[config.mk]
export PLATFORM = sky130hd
export DESIGN_NAME = riscv_control_fsm_flat
export DESIGN_NICKNAME = d
export VERILOG_FILES = /design/src/rtl/riscv_control_fsm_if.sv /design/src/rtl/riscv_control_fsm.sv /design/src/flat_wrapper.sv
export SDC_FILE = /design/constraint.sdc
export NUM_CORES = 1
export LEC_CHECK = 0
export ABC_AREA = 1
export BUFFER_PORTS_ARGS = -buffer_cell sky130_fd_sc_hd__buf_2
export CORE_AREA = 2 2 39 41
export DETAILED_ROUTE_END_ITERATION = 16
export DIE_AREA = 0 0 41 43
export GPL_ROUTABILITY_DRIVEN = 0
export PLACE_DENSITY = 0.76
export SYNTH_ARGS = -nofsm -noshare
export SYNTH_HDL_FRONTEND = slang
export SYNTH_SLANG_ARGS = --single-unit
[constraint.sdc]
create_clock -name clk -period 2.6 [get_ports clk]
set_input_delay 0.13 -clock clk [delete_from_list [all_inputs] [get_ports clk]]
set_output_delay 0.13 -clock clk [all_outputs]
set_load 0.005 [all_outputs]
[src/rtl/riscv_control_fsm_if.sv]
// riscv_control_fsm_if: instruction fields and status in, datapath controls out.
interface riscv_control_fsm_if #(parameter int ALU_CTRL_W = 3);
  logic [6:0] op;
  logic [2:0] funct3;
  logic funct7b5;
  logic Z;
  logic mem_ready;
  logic PCWrite;
  logic AdrSrc;
  logic MemWrite;
  logic IRWrite;
  logic [1:0] ResultSrc;
  logic [1:0] ALUSrcA;
  logic [1:0] ALUSrcB;
  logic [1:0] ImmSrc;
  logic RegWrite;
  logic [ALU_CTRL_W-1:0] ALUControl;
  logic instr_done;
  logic illegal_instr;
  modport master (
    input op, funct3, funct7b5, Z, mem_ready,
    output PCWrite, AdrSrc, MemWrite, IRWrite, ResultSrc, ALUSrcA, ALUSrcB, ImmSrc,
           RegWrite, ALUControl, instr_done, illegal_instr
  );
  modport slave (
    output op, funct3, funct7b5, Z, mem_ready,
    input PCWrite, AdrSrc, MemWrite, IRWrite, ResultSrc, ALUSrcA, ALUSrcB, ImmSrc,
          RegWrite, ALUControl, instr_done, illegal_instr
  );
endinterface

[src/rtl/riscv_control_fsm.sv]
// riscv_control_fsm: multi-cycle RV32I subset main controller driving the datapath and ALU.
module riscv_control_fsm #(parameter int ALU_CTRL_W = 3) (
  input logic clk,
  input logic rst_n,
  riscv_control_fsm_if.master bus
);
  typedef enum logic [3:0] {
    FETCH, DECODE, MEMADR, MEMREAD, MEMWRITE, MEMWB, EXECR, EXECI, ALUWB, BEQ, JAL
  } state_t;
  localparam logic [6:0] OP_LW = 7'b0000011, OP_SW = 7'b0100011, OP_R = 7'b0110011,
                         OP_I = 7'b0010011, OP_BEQ = 7'b1100011, OP_JAL = 7'b1101111;
  state_t state, next;
  logic pc_write, ir_write, adr_src, mem_write, reg_write, done, illegal;
  logic [1:0] result_src, src_a, src_b, imm_src;
  logic [ALU_CTRL_W-1:0] alu_ctrl, funct_alu;
  assign funct_alu = bus.funct3 == 3'b000 ? ((bus.op == OP_R && bus.funct7b5) ? 3'b001 : 3'b000) :
                     bus.funct3 == 3'b010 ? 3'b101 :
                     bus.funct3 == 3'b100 ? 3'b011 :
                     bus.funct3 == 3'b110 ? 3'b110 :
                     bus.funct3 == 3'b111 ? 3'b010 : 3'b000;
  always_ff @(posedge clk or negedge rst_n)
    if (!rst_n) state <= FETCH;
    else state <= next;
  always_comb begin
    next = state;
    pc_write = 1'b0;
    ir_write = 1'b0;
    adr_src = 1'b0;
    mem_write = 1'b0;
    reg_write = 1'b0;
    done = 1'b0;
    illegal = 1'b0;
    result_src = 2'b00;
    src_a = 2'b00;
    src_b = 2'b00;
    imm_src = 2'b00;
    alu_ctrl = '0;
    case (state)
      FETCH: begin
        src_b = 2'b10;
        result_src = 2'b10;
        ir_write = bus.mem_ready;
        pc_write = bus.mem_ready;
        next = bus.mem_ready ? DECODE : FETCH;
      end
      DECODE: begin
        src_a = 2'b01;
        src_b = 2'b01;
        imm_src = 2'b10;
        case (bus.op)
          OP_LW, OP_SW: next = MEMADR;
          OP_R: next = EXECR;
          OP_I: next = EXECI;
          OP_BEQ: next = BEQ;
          OP_JAL: next = JAL;
          default: begin
            illegal = 1'b1;
            next = FETCH;
          end
        endcase
      end
      MEMADR: begin
        src_a = 2'b10;
        src_b = 2'b01;
        imm_src = bus.op == OP_SW ? 2'b01 : 2'b00;
        next = bus.op == OP_SW ? MEMWRITE : MEMREAD;
      end
      MEMREAD: begin
        adr_src = 1'b1;
        next = bus.mem_ready ? MEMWB : MEMREAD;
      end
      MEMWRITE: begin
        adr_src = 1'b1;
        mem_write = 1'b1;
        done = bus.mem_ready;
        next = bus.mem_ready ? FETCH : MEMWRITE;
      end
      MEMWB: begin
        result_src = 2'b01;
        reg_write = 1'b1;
        done = 1'b1;
        next = FETCH;
      end
      EXECR: begin
        src_a = 2'b10;
        alu_ctrl = funct_alu;
        next = ALUWB;
      end
      EXECI: begin
        src_a = 2'b10;
        src_b = 2'b01;
        alu_ctrl = funct_alu;
        next = ALUWB;
      end
      ALUWB: begin
        reg_write = 1'b1;
        done = 1'b1;
        next = FETCH;
      end
      BEQ: begin
        src_a = 2'b10;
        alu_ctrl = 3'b001;
        pc_write = bus.Z;
        done = 1'b1;
        next = FETCH;
      end
      JAL: begin
        src_a = 2'b01;
        src_b = 2'b10;
        imm_src = 2'b11;
        pc_write = 1'b1;
        next = ALUWB;
      end
      default: next = FETCH;
    endcase
  end
  // Register enables must not fire while reset is held, even though FETCH decode is visible.
  assign bus.PCWrite = pc_write & rst_n;
  assign bus.IRWrite = ir_write & rst_n;
  assign bus.AdrSrc = adr_src;
  assign bus.MemWrite = mem_write;
  assign bus.RegWrite = reg_write;
  assign bus.instr_done = done;
  assign bus.illegal_instr = illegal;
  assign bus.ResultSrc = result_src;
  assign bus.ALUSrcA = src_a;
  assign bus.ALUSrcB = src_b;
  assign bus.ImmSrc = imm_src;
  assign bus.ALUControl = alu_ctrl;
endmodule

[src/flat_wrapper.sv]
// flat-port wrapper written by rule: the top's interface ports become plain ports
module riscv_control_fsm_flat 
#(parameter int ALU_CTRL_W = 3)
  (clk, rst_n, bus_op, bus_funct3, bus_funct7b5, bus_Z, bus_mem_ready, bus_PCWrite, bus_AdrSrc, bus_MemWrite, bus_IRWrite, bus_ResultSrc, bus_ALUSrcA, bus_ALUSrcB, bus_ImmSrc, bus_RegWrite, bus_ALUControl, bus_instr_done, bus_illegal_instr);
  riscv_control_fsm_if #(.ALU_CTRL_W(ALU_CTRL_W)) bus_i ();
  input logic clk;
  input logic rst_n;
  input wire logic [$bits(bus_i.op)-1:0] bus_op;
  input wire logic [$bits(bus_i.funct3)-1:0] bus_funct3;
  input wire logic [$bits(bus_i.funct7b5)-1:0] bus_funct7b5;
  input wire logic [$bits(bus_i.Z)-1:0] bus_Z;
  input wire logic [$bits(bus_i.mem_ready)-1:0] bus_mem_ready;
  output wire logic [$bits(bus_i.PCWrite)-1:0] bus_PCWrite;
  output wire logic [$bits(bus_i.AdrSrc)-1:0] bus_AdrSrc;
  output wire logic [$bits(bus_i.MemWrite)-1:0] bus_MemWrite;
  output wire logic [$bits(bus_i.IRWrite)-1:0] bus_IRWrite;
  output wire logic [$bits(bus_i.ResultSrc)-1:0] bus_ResultSrc;
  output wire logic [$bits(bus_i.ALUSrcA)-1:0] bus_ALUSrcA;
  output wire logic [$bits(bus_i.ALUSrcB)-1:0] bus_ALUSrcB;
  output wire logic [$bits(bus_i.ImmSrc)-1:0] bus_ImmSrc;
  output wire logic [$bits(bus_i.RegWrite)-1:0] bus_RegWrite;
  output wire logic [$bits(bus_i.ALUControl)-1:0] bus_ALUControl;
  output wire logic [$bits(bus_i.instr_done)-1:0] bus_instr_done;
  output wire logic [$bits(bus_i.illegal_instr)-1:0] bus_illegal_instr;
  assign bus_i.op = bus_op;
  assign bus_i.funct3 = bus_funct3;
  assign bus_i.funct7b5 = bus_funct7b5;
  assign bus_i.Z = bus_Z;
  assign bus_i.mem_ready = bus_mem_ready;
  assign bus_PCWrite = bus_i.PCWrite;
  assign bus_AdrSrc = bus_i.AdrSrc;
  assign bus_MemWrite = bus_i.MemWrite;
  assign bus_IRWrite = bus_i.IRWrite;
  assign bus_ResultSrc = bus_i.ResultSrc;
  assign bus_ALUSrcA = bus_i.ALUSrcA;
  assign bus_ALUSrcB = bus_i.ALUSrcB;
  assign bus_ImmSrc = bus_i.ImmSrc;
  assign bus_RegWrite = bus_i.RegWrite;
  assign bus_ALUControl = bus_i.ALUControl;
  assign bus_instr_done = bus_i.instr_done;
  assign bus_illegal_instr = bus_i.illegal_instr;
  riscv_control_fsm #(.ALU_CTRL_W(ALU_CTRL_W)) u_core (.clk(clk), .rst_n(rst_n), .bus(bus_i));
endmodule
==> key figures <==
STA
  • TNS Setup: 0 ns
  • Slew headroom: 83.33%
  • Final min period: 1.561 ns
  • Worst-margin pin slew: 0.2491 ns
  • Count of pins over their slew limit: 0
  • Period utilization: 60.04%
  • Hold Vio Cnt, Final: 0
  • PnR worst setup slack: 1.039 ns
  • Skew final: 0.001361 ns
  • Worst Hold Margin: 0.2494 ns
  • Fmax: 640.6 MHz
  • RSZ-0062 raised after global routing: no
  • Setup-failing EPs final: 0

CTS
  • Setup bufs post-CTS: 0
  • Clock sink count: 4
  • Clock-pin transition on the worst setup and hold timing paths: 0.04 ns
  • H-Tree Depth: 1
  • CTS resizes: 0
  • Cts bufs inserted: 3
  • Post-CTS Hold Buffers: 1
  • Clk buf depth: 2
  • CTS tree: yes
  • Worst-skew pair later-pin latency: 0.23 ns
  • Root Buffer: clkbuf_4

Flow run
  • Max_cap viols: 0

Placement
  • Post-DP HPWL: 1168 µm
  • IO Port Bufs: 32
  • DP Worst Slack: 1.294 ns

Cells and area
  • Fillers: 152
  • Max reg flops: 4
  • Biggest regs: u_core.state x4
  • # diodes: 0
  • Area grow syn2layout: 38.41%
  • Multi-input combinational cell area: 362.8 µm²
  • NumNets Final: 157
  • Layout cell share with drive strength beyond 1: 27.14%
  • Register area: 100.1 µm²
  • Top reg by flops: u_core.state

Synth
  • Mapped cell area: 534.3 µm²
  • Synth area leader: nand2_1
  • Post-synthesis sequential area ratio: 18.74%
  • Yosys cell types: 14
  • Avg Inst Size Synth: 5.088 µm²
  • Top area cells in the synthesized netlist: nand2_1 27%, dfrtp_1 19%, nand3_1 13%
  • Yosys warns: 0
  • Yosys top cell area share: 26.70%
  • #FFs+latches synth: 4
  • Mapped Cells: 105
  • Syn Nets: 120

Detailed routing
  • Avg WL per Cell: 8.885 µm
  • Pre-Repair DR Iteration Count: 4
  • Final wirelength: 1386 µm
  • Via count: 747
  • Remaining DRCs: 0
  • DR vias/cell: 4.788
  • Iteration-0 DRC Markers: 14
  • Final ANT Viol Nets: 0

Setup path
  • Setup crit end kind: primary output
  • Crit path arrival time: 1.43 ns
  • Setup crit start kind: register
  • Worst r2r src: u_core.state[2]
  • Critical path class: register to primary output
  • Required @ worst endpoint: 2.47 ns
  • Critical Path Start: u_core.state[3]
  • Crit-path max FO: 5

Power and ir drop
  • Switch share: 45.97%
  • Sequential share of power: 21.9%
  • Power share of the combinational group: 61.4%
  • Leak: 0.0005071 µW
  • Clock power frac: 16.8%
  • Internal cell power: 237.7 µW
  • Net Sw Power: 202.3 µW
  • VDD IR max: 0.2968 mV
  • Cell Pwr Density: 595.0 nW/µm²

GRT
  • Total Routing Usage GR: 17.88%
  • Overflow left after global routing: 0
  • First-pass GRT wire length: 2221 µm
  • Largest net degree at the start of global routing: 8
  • Initial antenna violation count: 0
  • Vias in the first global route: 596

Hold path
  • Worst hold-check path type: primary input to asynchronous set/reset pin

Die
  • IO Pins: 33
  • Die Ht: 43 µm
  • Die ar.: 1763 µm²
  • FP Rows: 14
  • Starting density of the core: 38.61%
  • Core box area: 1384 µm²
  • Chip width: 41 µm

Status
  • Status: complete, no violations
[worst max-delay path: stages, from the launching register on]
cell and delay, ns:
dfrtp_1 0.39, inv_1 0.12, nand3_1 0.21, nor3b_1 0.25, nand2_1 0.07, nand2_1 0.05
buf_2 0.10
[synthesized netlist by cell type]
cell	count
a21oi_1	3
buf_4	1
dfrtp_1	4
inv_1	17
nand2_1	38
nand3_1	14
nor2_1	18
nor2_2	1
nor2_4	1
nor3_1	2
nor3_2	1
nor3b_1	1
o211ai_1	1
o21ai_0	3
[metrics by stage]
| step | cells | power [µW] | instance area, µm² | utilization, % |
|---|---|---|---|---|
| after global routing | 156 | 487.1 | 739.5 | 53.44 |
| after floorplan | 105 | 260.8 | 534.3 | - |
| final | 156 | 440.0 | 739.5 | 53.44 |
| after CTS | 156 | 445.1 | 739.5 | 53.44 |
| after global placement | 152 | 361.2 | 706.9 | 51.09 |
| after detailed placement | 152 | 365.2 | 706.9 | 51.09 |
[final timing paths]
path / end / slack, ns / cells past startpoint
max in group asynchronous: u_core.state[1] / 2.22 / 2
worst max register to register: u_core.state[2] / 1.42 / 5
min in group clk: u_core.state[2] / 0.28 / 4
worst min-delay path: u_core.state[3] / 0.25 / 2
worst max-delay path: bus_ALUControl[0] / 1.04 / 6
worst min register to register: u_core.state[2] / 0.72 / 5
[kinds of logic after synthesis]
| kind of cell | after synthesis | share of synthesized area [%] |
|---|---|---|
| buffers and inverters | 18 | 13.35 |
| AND/OR/NAND/NOR | 76 | 60.89 |
| AO/OA/AOI/OAI | 7 | 7.025 |
| flip-flops | 4 | 18.74 |
[layout make-up]
type	count	share of cell area [%]
well taps	16	2.707
clock buffers	3	3.046
flip-flops and latches	4	13.54
repair buffers	33	23.01
inverters	17	8.629
multi-input cells	83	49.07
[cell usage in the layout (no fill, tap or decap)]
cell and count:
o21ai_0 3, buf_2 32, nand3_1 14, nor2_2 1
nor3_2 1, nor2_1 18, inv_1 17, a21oi_1 3
nor3b_1 1, o211ai_1 1, dfrtp_1 4, clkbuf_4 3
nand2_1 38, nor3_1 2, nor2_4 1, dlygate4sd3_1 1
[power by group through the flow]
stage / sequential [µW] / clock, µW / combinational, µW
6_report: 96.3 / 73.7 / 270
5_1_grt: 97.5 / 81.0 / 309
4_1_cts: 95.0 / 78.7 / 271
3_5_place_dp: 95.8 / 0 / 269
3_3_place_gp: 95.8 / 0 / 265
2_1_floorplan: 92.8 / 0 / 168
[layer usage]
metal  track usage [%]  share of wire (%)  vias to the layer above
li1                  -                  -                      399
met1             21.64                 42                      310
met2             30.00                 50                       38
met3             3.141                8.6                        0
met4             6.000                  0                        0
met5                 0                  0                        -
Note: power is estimated with default switching activity, not from simulation.
